File: config.mk
export PLATFORM = sky130hd
export DESIGN_NAME = mux8_sweep_ctrl
export DESIGN_NICKNAME = d
export VERILOG_FILES = /design/src/rtl/mux8_sweep_ctrl.sv
export SDC_FILE = /design/constraint.sdc
export NUM_CORES = 1
export LEC_CHECK = 0
export ABC_AREA = 0
export BUFFER_PORTS_ARGS = -buffer_cell sky130_fd_sc_hd__buf_4
export CAP_MARGIN = 10
export CORE_ASPECT_RATIO = 0.6
export CORE_MARGIN = 5
export CORE_UTILIZATION = 41
export CTS_CLUSTER_DIAMETER = 200
export DETAILED_ROUTE_END_ITERATION = 8
export GPL_TIMING_DRIVEN = 0
export PLACE_DENSITY = 0.67
export SLEW_MARGIN = 30
export SYNTH_ARGS = -nofsm -noshare
export SYNTH_HDL_FRONTEND = slang
export SYNTH_SLANG_ARGS = --single-unit
File: constraint.sdc
create_clock -name clk -period 2.3 [get_ports clk]
set_input_delay 0.46 -clock clk [delete_from_list [all_inputs] [get_ports clk]]
set_output_delay 0.46 -clock clk [all_outputs]
set_load 0.05 [all_outputs]
File: src/rtl/mux8_sweep_ctrl.sv
// rtl/mux8_sweep_ctrl.sv - 8:1 mux select sequencer sweeping row elements over a job of rows.
// Optional stall counter output enabled by MUX8_SWEEP_STALL_CNT_EN.
module mux8_sweep_ctrl #(
  parameter int MAX_ROWS  = 8,
  parameter int START_SEL = 0,
  localparam int ROW_W    = (MAX_ROWS > 1) ? $clog2(MAX_ROWS) : 1
) (
  input  logic             clk,
  input  logic             rst_n,
  input  logic             start,
  input  logic [3:0]       row_len,
  input  logic [ROW_W:0]   num_rows,
  input  logic             out_ready,
  output logic [2:0]       switch,
  output logic [ROW_W-1:0] row_idx,
  output logic             out_valid,
  output logic             out_last_elem,
  output logic             out_last_row,
  output logic             busy,
  output logic             done,
  output logic             cfg_err
`ifdef MUX8_SWEEP_STALL_CNT_EN
  ,
  output logic [15:0]      stall_cnt
`endif
);

  typedef enum logic [1:0] {S_IDLE, S_RUN, S_DONE} state_t;

  localparam logic [2:0]     SEL0     = 3'(START_SEL);
  localparam logic [ROW_W:0] ROWS_ONE = (ROW_W+1)'(1);
  localparam logic [ROW_W:0] ROWS_MAX = (ROW_W+1)'(MAX_ROWS);

  state_t           r_state;
  logic [3:0]       r_len;
  logic [3:0]       r_elem;
  logic [ROW_W:0]   r_rows;

  logic             w_beat;
  logic             w_cfg_ok;
  logic             w_accept;
  logic [3:0]       w_elem_nxt;
  logic [ROW_W-1:0] w_row_nxt;

  assign w_beat     = out_valid & out_ready;
  assign w_cfg_ok   = (row_len != 4'd0) && (row_len <= 4'd8) &&
                      (num_rows != '0) && (num_rows <= ROWS_MAX);
  assign w_accept   = (r_state == S_IDLE) && start && w_cfg_ok;
  assign w_elem_nxt = r_elem + 4'd1;
  assign w_row_nxt  = row_idx + ROW_W'(1);

  always_ff @(posedge clk) begin
    if (!rst_n) begin
      r_state       <= S_IDLE;
      r_len         <= 4'd0;
      r_elem        <= 4'd0;
      r_rows        <= '0;
      switch        <= SEL0;
      row_idx       <= '0;
      out_valid     <= 1'b0;
      out_last_elem <= 1'b0;
      out_last_row  <= 1'b0;
      busy          <= 1'b0;
      done          <= 1'b0;
      cfg_err       <= 1'b0;
    end else begin
      case (r_state)
        S_IDLE: begin
          done <= 1'b0;
          if (start) begin
            if (w_cfg_ok) begin
              r_len         <= row_len;
              r_rows        <= num_rows;
              r_elem        <= 4'd0;
              switch        <= SEL0;
              row_idx       <= '0;
              out_valid     <= 1'b1;
              out_last_elem <= (row_len == 4'd1);
              out_last_row  <= (num_rows == ROWS_ONE);
              busy          <= 1'b1;
              r_state       <= S_RUN;
            end else begin
              cfg_err <= 1'b1;
            end
          end
        end
        S_RUN: begin
          if (w_beat) begin
            if (out_last_elem) begin
              switch <= SEL0;
              r_elem <= 4'd0;
              if (out_last_row) begin
                out_valid     <= 1'b0;
                out_last_elem <= 1'b0;
                out_last_row  <= 1'b0;
                done          <= 1'b1;
                r_state       <= S_DONE;
              end else begin
                row_idx       <= w_row_nxt;
                out_last_elem <= (r_len == 4'd1);
                out_last_row  <= ({1'b0, w_row_nxt} == (r_rows - ROWS_ONE));
              end
            end else begin
              // Last-element flag comes from the element count, since switch wraps mod 8
              switch        <= switch + 3'd1;
              r_elem        <= w_elem_nxt;
              out_last_elem <= (w_elem_nxt == (r_len - 4'd1));
            end
          end
        end
        S_DONE: begin
          done    <= 1'b0;
          busy    <= 1'b0;
          r_state <= S_IDLE;
        end
        default: r_state <= S_IDLE;
      endcase
    end
  end

`ifdef MUX8_SWEEP_STALL_CNT_EN
  always_ff @(posedge clk) begin
    if (!rst_n) begin
      stall_cnt <= 16'd0;
    end else if (w_accept) begin
      stall_cnt <= 16'd0;
    end else if ((r_state == S_RUN) && out_valid && !out_ready && (stall_cnt != 16'hFFFF)) begin
      stall_cnt <= stall_cnt + 16'd1;
    end
  end
`endif

endmodule

==> Word-level counts from Yosys, hierarchy flattened <==
Cells that the tools add are included.
W data, S select, Z words.
{ "totals": {"mem_bits_rw": 0, "latch_bits": 0, "word_cells": 96, "output_inout_bits": 12, "romBits": 0, "input_bits": 12, "regBits": 26, "memories": 0} }
{ "op_classes": {"n_shift": 0, "mul": 0, "bitwise_logic": 2, "addsub": 5, "mux": 43, "magnitude_cmp": 2, "div_mod_pow": 0, "eq_ne": 13, "reduce_logical": 19} }
{ "op_table": {"columns": ["cell", "count"], "rows": [
  ["$mux W3", 7],
  ["$mux W1", 18],
  ["$mux W4", 4],
  ["$eq A4 B1 Y1 const B", 3],
  ["$ne A2 B2 Y1 const B", 6],
  ["$pmux W3 S2", 2],
  ["$reduce_and A6 Y1", 2],
  ["$mux W2", 5],
  ["$pmux W1 S2", 5],
  ["$reduce_and A5 Y1", 2],
  ["$reduce_and A3 Y1", 3],
  ["$le A4 B4 Y1 const B", 2],
  ["$pmux W4 S2", 1],
  ["$reduce_and A4 Y1", 2],
  ["$reduce_bool A4 Y1", 2],
  ["$sub A4 B1 Y4 const B", 2],
  ["$add A3 B1 Y3 const B", 2],
  ["$reduce_bool A2 Y1", 3],
  ["$add A4 B1 Y4 const B", 1],
  ["$eq A3 B4 Y1", 1],
  ["$eq A4 B4 Y1", 1],
  ["$pmux W2 S2", 1],
  ["$logic_and A1 B1 Y1", 3],
  ["$eq A2 B1 Y1 const B", 1],
  ["other kinds (5)", 5]
]} }

==> Depth between registers and ports, before layout <==
Gate-level depths: netlist (run 1).
{ "logic_depth": {"word_depth": 7, "mapped_depth": 7, "mapped_depth_nobuf": 7} }

==> Least setup slack after synthesis (run 1) <==
OpenSTA, ideal clock, no wires.
{ "synth_path": {"path_type": "input -> register", "startpoint": "input port num_rows[0]", "endpoint": "register switch[1]", "path_buffers": 1, "setup_time_ns": 0.120, "path_stages": 6, "arrival_ns": 1.653, "required_time_ns": 2.180, "setup_slack_ns": 0.527, "cell_sequence": "nor4_1 > nor4_4 > a21oi_2 > buf_2 > mux2i_1 > nor2_1"} }
{ "synth_via": {"elab_chain_cells": 5, "word_cells_on_any_way": 6, "cone_classes": "1 x order compare; 1 x eq/ne; 4 x reduce/logical"} }
{ "synth_rtl": {"columns": ["item", "line", "rtl"], "rows": [
  ["start: declaration", "12", "input logic [ROW_W:0] num_rows,"],
  ["parallel branches: the longest is 2 deep, another holds $le A4 B4 Y1", null, null],
  ["$logic_and A1 B1 Y1 *", "47", "(num_rows != '0) && (num_rows <= ROWS_MAX);"],
  ["$ne A2 B2 Y1 (no source line) *", null, null],
  ["$reduce_and A4 Y1 (no source line) *", null, null],
  ["end signal: assignment", "105", "switch <= switch + 3'd1;"],
  ["end: declaration", "14", "output logic [2:0] switch,"]
]} }
Every way passes the cells marked *.
A chain may end at the register's enable or synchronous reset.

==> Worst setup path after layout (run 1) <==
{ "layout_path": {"startpoint": "register r_state[0]", "endpoint": "register r_elem[1]"} }
{ "layout_via": {"elab_chain_cells": 3, "word_cells_on_any_way": 8, "cone_classes": "4 x eq/ne; 1 x mux; 3 x reduce/logical"} }
{ "layout_rtl": {"columns": ["item", "line", "rtl"], "rows": [
  ["start: declaration", "34", "state_t r_state;"],
  ["start signal: assignment", "54", "r_state <= S_IDLE;"],
  ["start signal: assignment", "81", "r_state <= S_RUN;"],
  ["start signal: assignment", "97", "r_state <= S_DONE;"],
  ["$eq A2 B1 Y1 / $logic_not A2 Y1 (equally long branches)", "67", "case (r_state)"],
  ["$ne A2 B2 Y1 (no source line) / $reduce_bool A2 Y1 (equally long branches)", null, null],
  ["$reduce_and A4 Y1 (no source line)", null, null],
  ["end signal: assignment", "106", "r_elem <= w_elem_nxt;"],
  ["end: declaration", "36", "logic [3:0] r_elem;"]
]} }
Parallel ways exist; a longest one is shown, timed or not.

==> results of run 1 <==
where the power goes:
part           internal [mW]  leakage [nW]  switching, mW
Sequential             0.466         0.211         0.0184
Clock                  0.153        0.0288          0.142
Combinational         0.0682         0.424          0.102
sequential cells by signal, indices dropped and copies added (netlist names):
signal,count
out_last_elem,1
out_valid,1
r_rows,4
out_last_row,1
r_elem,4
r_len,4
cfg_err,1
r_state,2
done,1
row_idx,3
busy,1
switch,3
cell usage after synthesis:
library cell / number
a211oi_1: 2
a21boi_0: 2
a21boi_1: 8
a21oi_1: 7
a21oi_2: 1
a221oi_1: 1
a31oi_1: 2
and2_1: 1
buf_2: 2
clkbuf_1: 2
dfxtp_1: 26
ha_1: 6
inv_1: 10
mux2i_1: 2
nand2_1: 16
nand2b_1: 3
nand3_1: 10
nand4_1: 2
nor2_1: 11
nor3_1: 6
nor4_1: 4
nor4_4: 1
nor4b_1: 3
o211a_1: 1
o21a_1: 1
o21ai_0: 5
o21ai_1: 4
o31a_1: 2
o31ai_1: 1
or3_1: 3
xnor2_1: 8
xor2_1: 8
stage by stage:
stage	total power [mW]	cells	worst slack [ps]	hold WS, ps
floorplan	0.6055	161	526.8	447.5
global placement	0.6583	229	184.1	464.7
detailed placement	0.6634	229	105.3	462.3
CTS	0.9637	233	325.5	454.0
global route	0.9944	233	124.3	463.8
finish	0.9493	233	311.5	459.3
layout make-up:
class                   instances  area [um^2]
fillers                       315         1575
inverters                      10        37.54
multi-input cells             121        788.3
well taps                      45        56.30
clock buffers                   4        55.05
flip-flops and latches         26        520.5
plain buffers                   4        17.52
repair buffers                 23        172.7
layer usage:
layer  GRT usage, %  part of all wire, %  up-vias
met5              0                    0        -
met4          3.684                 0.91        0
met3          4.662                  5.6        4
met2          23.04                   42       25
met1          20.00                   52      582
li1               -                    -      626
worst min-delay path by stage:
stage / endpoint / slack [ps] / depth (start not counted)
after floorplan: r_rows[3] / 450 / 2
after global placement: r_rows[3] / 460 / 2
after detailed placement: r_rows[3] / 460 / 2
after CTS: r_len[2] / 450 / 3
after global routing: r_len[2] / 460 / 3
final: r_len[2] / 460 / 3
worst max-delay path, delay by kind of cell, from the launching register on:
family / cells / cell delay [ps]
compound gates: 1 / 210
mux: 1 / 190
flops: 1 / 400
simple gates: 3 / 840
buf+inv: 1 / 250
kinds of logic (layout without fill, tap and decap cells):
family                   after synthesis  count (layout)  synth area share, %
multiplexers                           2               2                1.468
AO/OA/AOI/OAI                         37              37                17.80
adder cells (fa/ha/maj)                6               6                5.504
buffers and inverters                 14              41                4.037
flip-flops                            26              26                38.17
XOR/XNOR                              16              16                10.28
AND/OR/NAND/NOR                       60              60                22.75
==> results.toml, run 1 <==
[status]
status = "complete, no violations"

[routing]
drt_pass1_iterations = 4
num_vias = 1237
post-route-drc-count = 0
wirelength_um = 3189
ant_nets = 0
via_per_inst = 5.309
first_iter_violations = 85
wl_per_cell_um = 13.69

[cells_and_area]
area_growth_pct = 20.83
final_cell_mix = "dfxtp_1, buf_4, nand2_1"
design_area_mm2 = 0.001648
n_antenna_cell = 0
final_nets = 207
final_common_cell = "dfxtp_1"
final_util_pct = 51.13
layout-drive-gt1-share_pct = 16.49

[sta]
skew_ps = 2.599
worst_pin_slew_ps = 692.8
final_hold_viol_count = 0
fin_crit_ps = 1989
fin_crit_sh_pct = 86.46
fmax_mhz = 502.9
slew_headroom_pct = 53.64
rsz0062_at_grt = "false"
finalSetupViolCount = 0
tns_ps = 0
slew_violations = 0

[power]
peakVddDrop_v = 0.0002669
power_density_mw_per_mm2 = 576.1
p_leak_nw = 0.6634

[critical_path]
end_kind = "flop"
crit_chain = "nand2b_1 -> nor2_1 -> a21oi_2 -> buf_2 -> mux2i_1 -> nor2_1"
cp_max_fo = 10
critPathLaunchType = "flop"
r2r-end = "r_elem[1]"
critical_path_class = "reg -> reg"
required_ps = 2460
endpoint = "r_elem[1]"
rrSetupSlack_ps = 310
arrival_ps = 2140
crit_path_start = "r_state[0]"
cp_common_cell = "nor2_1"
r2r_start = "r_state[0]"
slowest_delay_ps = 550
reg2reg_depth = 6
cp_slowest_cell = "nor2_1"

[global_routing]
grt_pass1_wl_um = 5388
overflow = 0
grt_pass1_vias = 1168
grt_max_degree = 15
antenna_found_initial = 0
track_usage_pct = 14.76

[placement]
gp_congestion = 0.7993
hpwl_um = 2482
placed_cell_area_mm2 = 0.001593
port_buffers = 23

[run]
maxCapViolCount = 0

[clock_tree]
cts_tree = "built"
clockBufferDepth = 2
cts_sinks = 26
cts_setup_buffers = 0
ctsRootBufferMaster = "clkbuf_8"
cts_max_level = 1
clock_latency_ps = 270
cts-hold-fix-buffers = 0
postCtsResizedCells = 0
clk_pin_slew_worst_paths_ps = 90
cts_made_buffers = 3

[floorplanning]
core_mm2 = 0.003223
die_w_um = 84.46
dieArea_mm2 = 0.004618
initial_core_util_pct = 42.31
io_pins = 24
rows = 16
die-height_um = 54.68

[synthesis]
synth_seq_area_share_pct = 38.17
synth_top_cell_area_share_pct = 38.17
yosys_warnings = 0
postSynthAreaPerCell_um2 = 8.471
syn_nets = 179
synthesis.area_mm2 = 0.001364
ys_types = 32
ys_seq_elements = 26
synth_top_area_cell = "dfxtp_1"
synthTopCellsByArea = "dfxtp_1, ha_1, xnor2_1, xor2_1, a21boi_1"
synthCells = 161

[hold_path]
hold_class = "in -> reg"
hold_start = "row_len[2]"
No activity file was read; power rests on OpenSTA's default activity.
==> run 2: changes to the inputs <==
--- a/config.mk
+++ b/config.mk
@@ -8,13 +8,15 @@
 export ABC_AREA = 0
 export BUFFER_PORTS_ARGS = -buffer_cell sky130_fd_sc_hd__buf_4
 export CAP_MARGIN = 10
+export CELL_PAD_IN_SITES_DETAIL_PLACEMENT = 1
+export CELL_PAD_IN_SITES_GLOBAL_PLACEMENT = 1
 export CORE_ASPECT_RATIO = 0.6
 export CORE_MARGIN = 5
-export CORE_UTILIZATION = 41
+export CORE_UTILIZATION = 40
 export CTS_CLUSTER_DIAMETER = 200
 export DETAILED_ROUTE_END_ITERATION = 8
 export GPL_TIMING_DRIVEN = 0
-export PLACE_DENSITY = 0.67
+export PLACE_DENSITY = 0.82
 export SLEW_MARGIN = 30
 export SYNTH_ARGS = -nofsm -noshare
 export SYNTH_HDL_FRONTEND = slang
==> run 2 against run 1 <==
Highest routed layer unchanged. Combinational power is 2% higher. Sequential share of layout area stayed put. Via count is 1.5% higher.
==> results.toml, run 2 (same netlist as run 1, synthesis figures left out) <==
[status]
status = "complete, no violations"

[global_routing]
antenna_found_initial = 0
grt_pass1_wl_um = 6092
overflow = 0
grt_max_degree = 15
grt_pass1_vias = 1258
track_usage_pct = 15.70

[sta]
skew_ps = 5.287
worst_pin_slew_ps = 673.6
slew_headroom_pct = 54.93
fin_crit_sh_pct = 86.53
final_hold_viol_count = 0
tns_ps = 0
slew_violations = 0
fin_crit_ps = 1990
rsz0062_at_grt = "false"
fmax_mhz = 502.5
finalSetupViolCount = 0

[power]
power_density_mw_per_mm2 = 581.0
switching_power_uw = 269.8
p_seq_share_pct = 50.5
p_leak_nw = 0.6634
clkPwrFrac_pct = 31.3
peakVddDrop_v = 0.0001937
finalPower_uw = 957.3
internal_power_uw = 687.5
pwr-share-comb_pct = 18.2
switching_share_pct = 28.19

[critical_path]
end_kind = "flop"
crit_chain = "nand2b_1 -> nor2_1 -> a21oi_2 -> buf_2 -> mux2i_1 -> nor2_1"
cp_common_cell = "nor2_1"
critical_path_class = "reg -> reg"
reg2reg_depth = 6
critPathLaunchType = "flop"
slowest_delay_ps = 530
required_ps = 2460
cp_max_fo = 10
arrival_ps = 2150
cp_slowest_cell = "nor2_1"

[placement]
port_buffers = 23
hpwl_um = 2898
gp_congestion = 0.8152
placed_cell_area_mm2 = 0.001593

[cells_and_area]
final_common_cell = "dfxtp_1"
ff_latch_area_um2 = 520.5
top_regs = "r_elem: 4 flops, r_len: 4 flops, r_rows: 4 flops"
design_area_mm2 = 0.001648
layout-drive-gt1-share_pct = 16.49
final_cell_mix = "dfxtp_1, buf_4, nand2_1"
area_growth_pct = 20.83
final_nets = 207
n_fill_cell = 410
multi_input_area_um2 = 788.3
n_antenna_cell = 0

[clock_tree]
cts_max_level = 1
cts_setup_buffers = 0
cts_sinks = 26
cts_tree = "built"
cts-hold-fix-buffers = 0
clock_latency_ps = 270
clk_pin_slew_worst_paths_ps = 90
ctsRootBufferMaster = "clkbuf_8"
postCtsResizedCells = 0
clockBufferDepth = 2
cts_made_buffers = 3

[routing]
drt_pass1_iterations = 4
wl_per_cell_um = 15.61
num_vias = 1256
first_iter_violations = 93
ant_nets = 0
wirelength_um = 3638
post-route-drc-count = 0
via_per_inst = 5.391

[hold_path]
holdPathStages = 3
hold_class = "in -> reg"

[floorplanning]
die_w_um = 85.38
core_mm2 = 0.003263
io_pins = 24
rows = 16
dieArea_mm2 = 0.004716
die-height_um = 55.23
initial_core_util_pct = 41.79

[run]
maxCapViolCount = 0
-- run 2: cell type report --
class                   count  share of cell area (%)
well taps                  45                   3.417
repair buffers             23                   10.48
inverters                  10                   2.278
flip-flops and latches     26                   31.59
clock buffers               4                   3.341
plain buffers               4                   1.063
multi-input cells         121                   47.84
-- run 2: power by group through the flow --
stage,Sequential [mW],Combinational [mW],Clock [mW]
2_1_floorplan,0.515,0.0906,0
3_3_place_gp,0.493,0.165,0
3_5_place_dp,0.494,0.173,0
4_1_cts,0.483,0.175,0.305
5_1_grt,0.486,0.191,0.318
6_report,0.483,0.175,0.299
-- run 2: stage by stage --
step	setup slack, ps	std cells	hold WS, ps	utilization (%)
2_1_floorplan	526.8	161	447.5	-
3_3_place_gp	167.2	229	454.2	48.81
3_5_place_dp	103.1	229	460.4	48.81
4_1_cts	273.9	233	458.5	50.50
5_1_grt	65.68	233	458.9	50.50
6_report	309.9	233	457.7	50.50
-- run 2: per-layer routing --
layer | part of all wire (%) | vias to the layer above | GRT usage (%)
li1 | - | 618 | -
met1 | 50 | 597 | 22.20
met2 | 43 | 37 | 24.12
met3 | 6.6 | 4 | 4.458
met4 | 0.58 | 0 | 2.483
met5 | 0 | - | 0
-- run 2: worst max-delay path: cells and delay by family (launching register included) --
kind	cells	cell delay, ps
compound gates	1	210
buf+inv	1	250
flops	1	400
mux	1	180
simple gates	3	830
-- run 2: worst paths after layout --
| kind | start | slack, ps | endpoint |
|---|---|---|---|
| hold / removal | row_len[0] | 460 | r_len[0] |
| setup / recovery | r_state[0] | 310 | r_elem[1] |
| hold reg to reg | cfg_err | 480 | cfg_err |
| setup reg to reg | r_state[0] | 310 | r_elem[1] |
==> run 3: changes to the inputs <==
--- a/config.mk
+++ b/config.mk
@@ -17,6 +17,7 @@
 export DETAILED_ROUTE_END_ITERATION = 8
 export GPL_TIMING_DRIVEN = 0
 export PLACE_DENSITY = 0.82
+export REMOVE_ABC_BUFFERS = 1
 export SLEW_MARGIN = 30
 export SYNTH_ARGS = -nofsm -noshare
 export SYNTH_HDL_FRONTEND = slang
==> run 3 against run 2 <==
Die area stayed put. Core utilization is 0.27 points higher. Routed wire length is 13% higher. Clock power is 27% higher. First-iteration DRC count is 55% lower. Largest cell class unchanged. Power is 9.2% higher. Global-route usage is 2.6 points higher. Via count is 4.3% higher. Critical path depth is 1 higher. Design area is 0.53% higher. Critical endpoint is now r_elem[3]. Register-to-register slack better by 30 ps. Flip-flop and latch count stayed put. Critical path type is now in -> reg.
==> results.toml, run 3 (same netlist as run 1, synthesis figures left out) <==
[global_routing]
grt_util_met2_pct = 30.97
grt_pass1_vias = 1412
gr-usage-met1_pct = 22.76
grt_util_met3_pct = 4.309
grt_max_degree = 19
grt_pass1_wl_um = 6879
busiest_layer = "met2"
antenna_found_initial = 0
track_usage_pct = 18.35
overflow = 0

[routing]
via_per_inst = 5.696
wirelength_um = 4117
first_iter_violations = 42
post-route-drc-count = 0
wl_per_cell_um = 17.90
ant_nets = 0
num_vias = 1310
drt_pass1_iterations = 4

[placement]
place_ws_ps = -343.0
hpwl_um = 2986
gp_congestion = 0.8281
placed_cell_area_mm2 = 0.001575
port_buffers = 23

[critical_path]
cp_max_fo = 12
reg2reg_depth = 5
required_ps = 2500
end_kind = "flop"
critical_path_class = "in -> reg"
arrival_ps = 2190
critPathLaunchType = "primary input"

[cells_and_area]
final_util_pct = 50.77
n_fill_cell = 402
layout-drive-gt1-share_pct = 16.76
final_common_cell = "dfxtp_1"
final_cell_mix = "dfxtp_1, buf_4, nand2_1"
final_nets = 204
area_growth_pct = 21.47
ff_latch_area_um2 = 520.5
n_antenna_cell = 0
top_regs = "r_elem: 4 flops, r_len: 4 flops, r_rows: 4 flops"
design_area_mm2 = 0.001657
multi_input_area_um2 = 790.8

[floorplanning]
initial_core_util_pct = 41.79
die_w_um = 85.38
core_mm2 = 0.003263
dieArea_mm2 = 0.004716
io_pins = 24
rows = 16
die-height_um = 55.23

[sta]
setup_ws_ps = 308.4
final_hold_viol_count = 0
slew_violations = 0
fin_crit_sh_pct = 86.59
fmax_mhz = 502.1
worst_pin_slew_ps = 737.7
fin_crit_ps = 1992
finalSetupViolCount = 0
skew_ps = 7.053
slew_headroom_pct = 50.82
rsz0062_at_grt = "false"

[clock_tree]
cts_sinks = 26
clk_pin_slew_worst_paths_ps = 90
cts_made_buffers = 3
cts_tree = "built"
cts-hold-fix-buffers = 0
clockBufferDepth = 2
cts_max_level = 1
ctsRootBufferMaster = "clkbuf_8"
clock_latency_ps = 280

[status]
status = "complete, no violations"

[hold_path]
hold_class = "in -> reg"
holdPathStages = 3

[run]
maxCapViolCount = 0

[power]
power_density_mw_per_mm2 = 631.2
finalPower_mw = 1.046
p_leak_nw = 0.6658
peakVddDrop_v = 0.0002170
[run 3: routing by layer]
metal | wire (um) | share of wire, % | up-vias
met3 | 182 | 4.4 | 10
li1 | - | - | 617
met5 | 0 | 0 | -
met1 | 1900 | 46 | 643
met2 | 1952 | 47 | 40
met4 | 81 | 2.0 | 0
[run 3: area by class of cell]
| cell class | instances | area share [%] |
|---|---|---|
| sequential | 26 | 31.42 |
| timing repair buffer | 24 | 10.88 |
| multi-input combinational | 121 | 47.73 |
| tap | 45 | 3.399 |
| clock buffer | 3 | 2.492 |
| clock inverter | 1 | 1.813 |
| inverter | 10 | 2.266 |
[run 3: final timing paths]
check              startpoint   endpoint  slack [ps]
hold / removal     row_len[0]   r_len[0]         460
hold reg to reg       cfg_err    cfg_err         480
setup reg to reg   r_state[0]  r_elem[3]         340
setup / recovery  num_rows[0]  r_elem[3]         310
[run 3: timing repair]
item                       in CTS  in global routing
buffers inserted                1                  0
setup endpoints to repair       3                  3
resized for setup               0                  1
pin swaps                       1                  0
[run 3: power breakdown]
part           switching (mW)  leakage [nW]  internal, mW
logic                   0.110         0.419        0.0689
registers              0.0202         0.211         0.466
clock network           0.148        0.0357         0.233
[run 3: metrics by stage]
step | TNS (ps) | std cells | hold slack, ps
detailed placement | -2892 | 225 | 465.6
global placement | -1459 | 225 | 453.6
CTS | 0 | 230 | 446.6
floorplan | 0 | 157 | 447.5
global route | 0 | 230 | 456.9
finish | 0 | 230 | 455.9
[run 3: worst max-delay path, stage by stage]
cell	delay, ps
buf_4	120
nor4_1	450
nor4_4	110
buf_4	200
o21ai_1	360
nand2_1	280
a21oi_1	190
